File: src/rtl/find_stars_pkg.sv
// Shared sizes, frame geometry and scanner state encoding for the star-finding pipeline.
package find_stars_pkg;

  localparam int unsigned X_SZ     = 8;
  localparam int unsigned Y_SZ     = 7;
  localparam int unsigned COL_SZ   = 3;
  localparam int unsigned ADDR_SZ  = 15;
  localparam int unsigned SCREEN_W = 160;
  localparam int unsigned SCREEN_H = 120;
  localparam int unsigned LAST_PIX = SCREEN_W * SCREEN_H - 1;

  typedef enum logic [1:0] {
    IDLE,
    SCAN,
    DRAIN
  } scan_state_e;

endpackage

File: src/rtl/star_scanner_raster_addr.sv
// raster_addr: combinational frame-buffer address y*160 + x, built from shifts and adds.
module raster_addr #(
  parameter int unsigned X_SZ    = find_stars_pkg::X_SZ,
  parameter int unsigned Y_SZ    = find_stars_pkg::Y_SZ,
  parameter int unsigned ADDR_SZ = find_stars_pkg::ADDR_SZ
) (
  input  logic [X_SZ-1:0]    x_i,
  input  logic [Y_SZ-1:0]    y_i,
  output logic [ADDR_SZ-1:0] addr_o
);

  logic [ADDR_SZ-1:0] x_ext;
  logic [ADDR_SZ-1:0] y_ext;

  // 160*y = 128*y + 32*y; the maximum (19199) fits in 15 bits.
  always_comb begin
    x_ext  = ADDR_SZ'(x_i);
    y_ext  = ADDR_SZ'(y_i);
    addr_o = (y_ext << 7) + (y_ext << 5) + x_ext;
  end

endmodule

File: src/rtl/star_scanner.sv
// star_scanner: raster-scans the frame buffer for the first star-coloured pixel.
// Optional STAR_SCAN_RESUME_EN: each scan resumes just after the previous hit.
module star_scanner #(
  parameter int unsigned       X_SZ     = find_stars_pkg::X_SZ,
  parameter int unsigned       Y_SZ     = find_stars_pkg::Y_SZ,
  parameter int unsigned       COL_SZ   = find_stars_pkg::COL_SZ,
  parameter int unsigned       ADDR_SZ  = find_stars_pkg::ADDR_SZ,
  parameter logic [COL_SZ-1:0] STAR_COL = 3'b111
) (
  input  logic               clk,
  input  logic               resetn,
  input  logic               start,
  output logic [ADDR_SZ-1:0] mem_addr,
  input  logic [COL_SZ-1:0]  mem_data,
  output logic [X_SZ-1:0]    x_out,
  output logic [Y_SZ-1:0]    y_out,
  output logic               star_found,
  output logic               scan_done,
  output logic               busy
);

  import find_stars_pkg::*;

  localparam logic [X_SZ-1:0] X_LAST = X_SZ'(SCREEN_W - 1);
  localparam logic [Y_SZ-1:0] Y_LAST = Y_SZ'(SCREEN_H - 1);

  scan_state_e state_q, state_d;

  logic [X_SZ-1:0]    x_q, x_d, x_inc, x_dly_q, x_dly_d, x_out_q, x_out_d, start_x;
  logic [Y_SZ-1:0]    y_q, y_d, y_inc, y_dly_q, y_dly_d, y_out_q, y_out_d, start_y;
  logic               vld_q, vld_d;
  logic               found_q, found_d;
  logic               done_q, done_d;
  logic               busy_q, busy_d;
  logic [ADDR_SZ-1:0] addr_q, addr_d;
  logic               hit;
  logic               at_last;

  raster_addr #(
    .X_SZ    (X_SZ),
    .Y_SZ    (Y_SZ),
    .ADDR_SZ (ADDR_SZ)
  ) u_raster_addr (
    .x_i    (x_d),
    .y_i    (y_d),
    .addr_o (addr_d)
  );

  always_comb begin
    if (x_q == X_LAST) begin
      x_inc = '0;
      y_inc = y_q + 1'b1;
    end else begin
      x_inc = x_q + 1'b1;
      y_inc = y_q;
    end
  end

  // Delayed coordinates/valid track the pixel whose read data is on mem_data now.
  always_comb begin
    state_d = state_q;
    x_d     = x_q;
    y_d     = y_q;
    x_dly_d = x_dly_q;
    y_dly_d = y_dly_q;
    vld_d   = vld_q;
    x_out_d = x_out_q;
    y_out_d = y_out_q;
    found_d = 1'b0;
    done_d  = 1'b0;
    hit     = vld_q && (mem_data == STAR_COL);
    at_last = (x_q == X_LAST) && (y_q == Y_LAST);

    unique case (state_q)
      IDLE: begin
        vld_d = 1'b0;
        if (start) begin
          state_d = SCAN;
          x_d     = start_x;
          y_d     = start_y;
        end
      end
      SCAN: begin
        if (hit) begin
          // The read issued this cycle is speculative and simply dropped.
          state_d = IDLE;
          vld_d   = 1'b0;
          found_d = 1'b1;
          x_out_d = x_dly_q;
          y_out_d = y_dly_q;
        end else begin
          x_dly_d = x_q;
          y_dly_d = y_q;
          vld_d   = 1'b1;
          if (at_last) begin
            state_d = DRAIN;
          end else begin
            x_d = x_inc;
            y_d = y_inc;
          end
        end
      end
      DRAIN: begin
        state_d = IDLE;
        vld_d   = 1'b0;
        if (hit) begin
          found_d = 1'b1;
          x_out_d = x_dly_q;
          y_out_d = y_dly_q;
        end else begin
          done_d = 1'b1;
        end
      end
      default: begin
        state_d = IDLE;
        vld_d   = 1'b0;
      end
    endcase

    busy_d = (state_d != IDLE);
  end

  always_ff @(posedge clk or negedge resetn) begin
    if (!resetn) begin
      state_q <= IDLE;
      x_q     <= '0;
      y_q     <= '0;
      x_dly_q <= '0;
      y_dly_q <= '0;
      vld_q   <= 1'b0;
      addr_q  <= '0;
      x_out_q <= '0;
      y_out_q <= '0;
      found_q <= 1'b0;
      done_q  <= 1'b0;
      busy_q  <= 1'b0;
    end else begin
      state_q <= state_d;
      x_q     <= x_d;
      y_q     <= y_d;
      x_dly_q <= x_dly_d;
      y_dly_q <= y_dly_d;
      vld_q   <= vld_d;
      addr_q  <= addr_d;
      x_out_q <= x_out_d;
      y_out_q <= y_out_d;
      found_q <= found_d;
      done_q  <= done_d;
      busy_q  <= busy_d;
    end
  end

`ifdef STAR_SCAN_RESUME_EN
  logic [X_SZ-1:0] res_x_q, res_x_d;
  logic [Y_SZ-1:0] res_y_q, res_y_d;

  // Resume point is the pixel after the hit; a hit on the last pixel or a miss restarts at 0.
  always_comb begin
    res_x_d = res_x_q;
    res_y_d = res_y_q;
    if (found_d) begin
      if (x_dly_q == X_LAST) begin
        res_x_d = '0;
        res_y_d = (y_dly_q == Y_LAST) ? '0 : y_dly_q + 1'b1;
      end else begin
        res_x_d = x_dly_q + 1'b1;
        res_y_d = y_dly_q;
      end
    end else if (done_d) begin
      res_x_d = '0;
      res_y_d = '0;
    end
  end

  always_ff @(posedge clk or negedge resetn) begin
    if (!resetn) begin
      res_x_q <= '0;
      res_y_q <= '0;
    end else begin
      res_x_q <= res_x_d;
      res_y_q <= res_y_d;
    end
  end

  assign start_x = res_x_q;
  assign start_y = res_y_q;
`else
  assign start_x = '0;
  assign start_y = '0;
`endif

  assign mem_addr   = addr_q;
  assign x_out      = x_out_q;
  assign y_out      = y_out_q;
  assign star_found = found_q;
  assign scan_done  = done_q;
  assign busy       = busy_q;

endmodule

File: config.mk
export PLATFORM = sky130hd
export DESIGN_NAME = star_scanner
export DESIGN_NICKNAME = d
export VERILOG_FILES = /design/src/rtl/find_stars_pkg.sv /design/src/rtl/star_scanner_raster_addr.sv /design/src/rtl/star_scanner.sv
export SDC_FILE = /design/constraint.sdc
export NUM_CORES = 1
export LEC_CHECK = 0
export CAP_MARGIN = 15
export CORE_MARGIN = 5
export CORE_UTILIZATION = 59
export DETAILED_ROUTE_END_ITERATION = 12
export PLACE_DENSITY_LB_ADDON = 0.1
export SYNTH_ARGS = -nofsm -noshare
export SYNTH_HDL_FRONTEND = slang
export SYNTH_SLANG_ARGS = --single-unit
File: constraint.sdc
create_clock -name clk -period 7.6 [get_ports clk]
set_clock_uncertainty 0.2 [all_clocks]
set_input_delay 0.76 -clock clk [delete_from_list [all_inputs] [get_ports clk]]
set_output_delay 0.76 -clock clk [all_outputs]
set_load 0.02 [all_outputs]
Word-level counts from Yosys, hierarchy flattened
Index checks and enable logic that the tools add are counted. W data, S select, Z words.

Input bits: 6. Bits in registers: 66.

Equal/unequal tests: 5. Mux-type cells: 19. Bitwise logic cells: 1. Reduce and logical (&&, ||, !) cells: 7. Add/sub/neg operators: 4.

Operators by type and width (number): $mux W8 (4); $mux W7 (4); $pmux W8 S2 (1); $add A14 B12 Y15 (1); $add A15 B8 Y15 (1); $pmux W7 S2 (1); $add A8 B1 Y8 const B (1); $eq A8 B8 Y1 const B (1); $add A7 B1 Y7 const B (1); $eq A7 B7 Y1 const B (1); $mux W2 (3); $mux W1 (5); $pmux W2 S2 (1); $reduce_and A2 Y1 (2); $eq A3 B3 Y1 const B (1); $eq A2 B1 Y1 const B (1); $eq A2 B2 Y1 const B (1); $logic_and A1 B1 Y1 (2); $logic_not A2 Y1 (1); $reduce_bool A2 Y1 (1); $reduce_or A2 Y1 (1); $not A1 Y1 (1).

Logic depth before layout (Yosys ltp)
Word-level depth: 7. Depth in mapped cells: 15.

Modules after synthesis
From an unflattened synthesis, not the netlist that was laid out.

Cells, all modules: 264. Area, all modules: 3123.0 um^2.

By module, submodules not included: star_scanner (area an instance 2703.8 um^2, times used 1, sequential area each 1651.6 um^2, cells an instance 215); raster_addr (area an instance 419.2 um^2, times used 1, sequential area each 0.0 um^2, cells an instance 49).

Worst setup path after synthesis
OpenSTA, ideal clock, no wires.

Kind: input-to-reg. From: input port mem_data[2]. To: register addr_q[14], in the netlist mem_addr[14]. Cell stages on the path: 13. Path slack: 3806 ps. Path buffers: 1. Setup time: 119 ps. Data arrival time: 3475 ps. Cell sequence: and4_1 clkbuf_1 nor4_1 nand2_1 o21a_1 fa_1 inv_1 fa_1 a21o_1 a21oi_1 o21ai_0 o211a_1 o21a_1.

Longest elaborated chain between the ends: 6.

RTL lines: start, declared (line star_scanner.sv:14) `input logic [COL_SZ-1:0] mem_data,`; $eq A3 B3 Y1 (*) (line star_scanner.sv:71) `hit = vld_q && (mem_data == STAR_COL);`; $logic_and A1 B1 Y1 (*) (line star_scanner.sv:71); $mux W7 (line star_scanner.sv:84) `if (hit) begin`; $pmux W7 S2 (line star_scanner.sv:74) `unique case (state_q)`; $add A14 B12 Y15 (line star_scanner_raster_addr.sv:19) `addr_o = (y_ext << 7) + (y_ext << 5) + x_ext;`; $add A15 B8 Y15 (*) (line star_scanner_raster_addr.sv:19); named net addr_d[14] (line star_scanner.sv:35) `logic [ADDR_SZ-1:0] addr_q, addr_d;`; end signal, assigned (line star_scanner.sv:144) `addr_q <= addr_d;`; end, declared (line star_scanner.sv:35).

Mark *: on every way through the listed nets, which the timed path passes. The rest lies on a longest branch. A chain may end at the register's enable or synchronous reset.

==> results_dict.tcl <==
set metrics [dict create \
    routedWlPerCell_um 15.49 \
    yosysWarningCount 0 \
    wl_um 5578 \
    syn2layout_area_growth_pct 21.31 \
    clk_latency_ns 0.34 \
    cts_buffer_depth 2 \
    grt_use_total 0.2038 \
    pre_cts_slack_ns 3.026 \
    fmax_ghz 0.2340 \
    critPathMaxFanout 9 \
    clockRootBuffer "clkbuf_8" \
    crit_arrival_ns 4.31 \
    n_fill_cell 349 \
    worstSetupPathType "register to register" \
    cellLeakagePower_nw 1.775 \
    yosys.area.top_type_share 0.5178 \
    grt_max_degree 62 \
    fin_total_pwr_w 0.0009961 \
    period_minus_slack_ns 4.274 \
    drc 0 \
    clk_pin_slew_ns 0.06 \
    post_cts_buffers 0 \
    cts_resized 0 \
    synth.avg_cell_area_um2 11.74 \
    synth_top_flop_cell "dfrtp_1" \
    initial_core_util 0.6159 \
    io-pin-count 39 \
    cts_buffers 9 \
    syn_area_mm2 0.002948 \
    status "complete, no violations" \
    gp_congestion 0.8410 \
    pwr-share-clk 0.322 \
    power_frac_comb 0.275 \
    dp.cells 344 \
    port_buffers 38 \
    syn_nets 277 \
    ir_drop_uv 149.8 \
    fin_util 0.7472 \
    drt-vias-per-instance 5.811 \
    synthTopCellsByCount "dfrtp_1 (61), mux2_2 (30), o21ai_0 (19), ha_1 (18), inv_1 (12)" \
    crit_path_end_kind "register" \
    period_share 0.5624 \
    synthTopCellsByArea "dfrtp_1 (52%), mux2_2 (11%), ha_1 (7.6%)" \
    hold_viol 0 \
    power_switching_w 0.0003045 \
    synth_cell_types 41 \
    cts.sinks 61 \
    setup_tns_ns 0 \
    layout.cells.non_filler 360 \
    grt_pass1_vias 2109 \
    p_int_w 0.0006916 \
    pwr_density_cell_mw_per_mm2 278.6 \
    setup_ws_ns 3.326 \
    nNetsFinal 314 \
    switching_share 0.3057 \
    synth_edf_count 0 \
    dr.pass1.iters 5 \
    ys_seq_area_frac 0.5178 \
    grt_overflow_total 0 \
    synthMostInstantiatedCell "dfrtp_1" \
    dieArea_mm2 0.006510 \
    chipWidth_um 80.69 \
    drv_slew 0 \
    tightest_slew_ns 0.8067 \
    antenna_found_initial 0 \
    cap_violations 0 \
    antenna-diode-count 0 \
    htreeDepth 3 \
    ant_nets 0 \
    hpwl_um 3828 \
    seqPwrFrac 0.403 \
    die_y_um 80.69 \
    start_kind "register" \
    drive_gt1_frac 0.1741 \
    ctsHoldBuffers 0 \
    synth_cells 251 \
    synth_area_leader_cell "dfrtp_1" \
    setup_viol 0 \
    num_vias 2092 \
    maxSlewHeadroom 0.4609 \
    num_rows 25 \
    hold_class "register to register" \
    coreArea_mm2 0.004786 \
    synth-seq-cells 61 \
    cp.required_ns 7.63 \
    cts_tree "built" \
    ys_async_sr_fraction 1.000 \
    grt_first_pass_wirelength_um 9873 \
    first_iter_violations 83 \
    rsz0062_at_grt "false" \
]
sequential cells by signal, indices dropped and copies added, names as in the netlist, named ones only:
signal	flops
y_out	7
busy	1
x_out	8
y_dly_q	7
star_found	1
vld_q	1
mem_addr	10
x_q	3
y_q	7
state_q	2
x_dly_q	8
scan_done	1
power by group through the flow:
| stage | sequential (W) | combinational [W] | clock (W) |
|---|---|---|---|
| 2_1_floorplan | 0.000416 | 0.000178 | 0 |
| 3_3_place_gp | 0.000405 | 0.000265 | 0 |
| 3_5_place_dp | 0.000407 | 0.000273 | 0 |
| 4_1_cts | 0.000401 | 0.000275 | 0.000326 |
| 5_1_grt | 0.000407 | 0.000301 | 0.000343 |
| 6_report | 0.000401 | 0.000274 | 0.000321 |
worst max-delay path: stages (launching register included):
cell and delay, ns:
dfrtp_1 0.44, ha_1 0.28, nand4_1 0.15, nor3_2 0.51, and3_1 0.32, nand3_1 0.13, o21a_1 0.24, fa_1 0.52
inv_1 0.07, fa_1 0.46, a21o_1 0.20, a21oi_1 0.25, o21ai_0 0.11, o211a_1 0.13, o21a_1 0.16
metrics by stage:
stage	instance area, µm²	hold slack (ns)
floorplan	2948	0.2460
global placement	3351	0.2681
detailed placement	3351	0.2777
CTS	3576	0.2921
global route	3576	0.3076
finish	3576	0.2828
per-layer routing:
layer	GRT usage	part of all wire	up-vias
met5	0	0	-
met4	0.1182	0.027	0
met3	0.05605	0.064	15
met2	0.3179	0.47	79
met1	0.2531	0.43	1022
li1	-	-	976
worst paths after layout:
path | from | to | slack (ns) | cells after the start
min in group asynchronous | resetn | star_found | 0.37 | 2
min | y_dly_q[4] | y_dly_q[4] | 0.28 | 2
max | register | mem_addr[14] | 3.33 | 14
min reg2reg | y_dly_q[4] | y_dly_q[4] | 0.28 | 2
max in group asynchronous | resetn | y_out[5] | 6.36 | 2
max reg2reg | register | mem_addr[14] | 3.33 | 14
final cells by class:
cell class              count  area, µm²  share of cell area
clock buffers              12      155.1             0.04339
clock inverters             4      70.07             0.01959
inverters                  12      45.04             0.01260
multi-input cells         164       1305              0.3649
flip-flops and latches     61       1526              0.4269
well taps                  67      83.83             0.02344
repair buffers             40      390.4              0.1092
cells in the final DEF, fill, tap and decap left out, drive strengths merged, types with 2 or more instances in the layout:
cell type,Yosys,layout
mux2i,3,3
a31oi,3,3
a22o,2,2
fa,2,2
ha,18,18
nor2,7,7
a21o,5,5
xnor2,4,4
clkbuf,9,12
xor2,2,2
nand2b,3,3
nand3,10,10
and2,2,2
bufinv,0,2
a21oi,8,8
dfrtp,61,61
o22ai,3,3
o21ai,19,19
mux2,30,30
or3,2,2
clkinv,0,2
nand2,11,11
nand4,4,4
o21a,4,4
nor3,4,4
and3,4,4
a32o,2,2
buf,5,3
clkdlybuf4s50,0,37
inv,12,12
logic make-up after synthesis:
family,share of synthesized area
flip-flops,0.5178
adder cells (fa/ha/maj),0.08998
multiplexers,0.1248
AO/OA/AOI/OAI,0.1172
AND/OR/NAND/NOR,0.09295
XOR/XNOR,0.01783
buffers and inverters,0.03947
No activity file was read; power rests on OpenSTA's default activity.
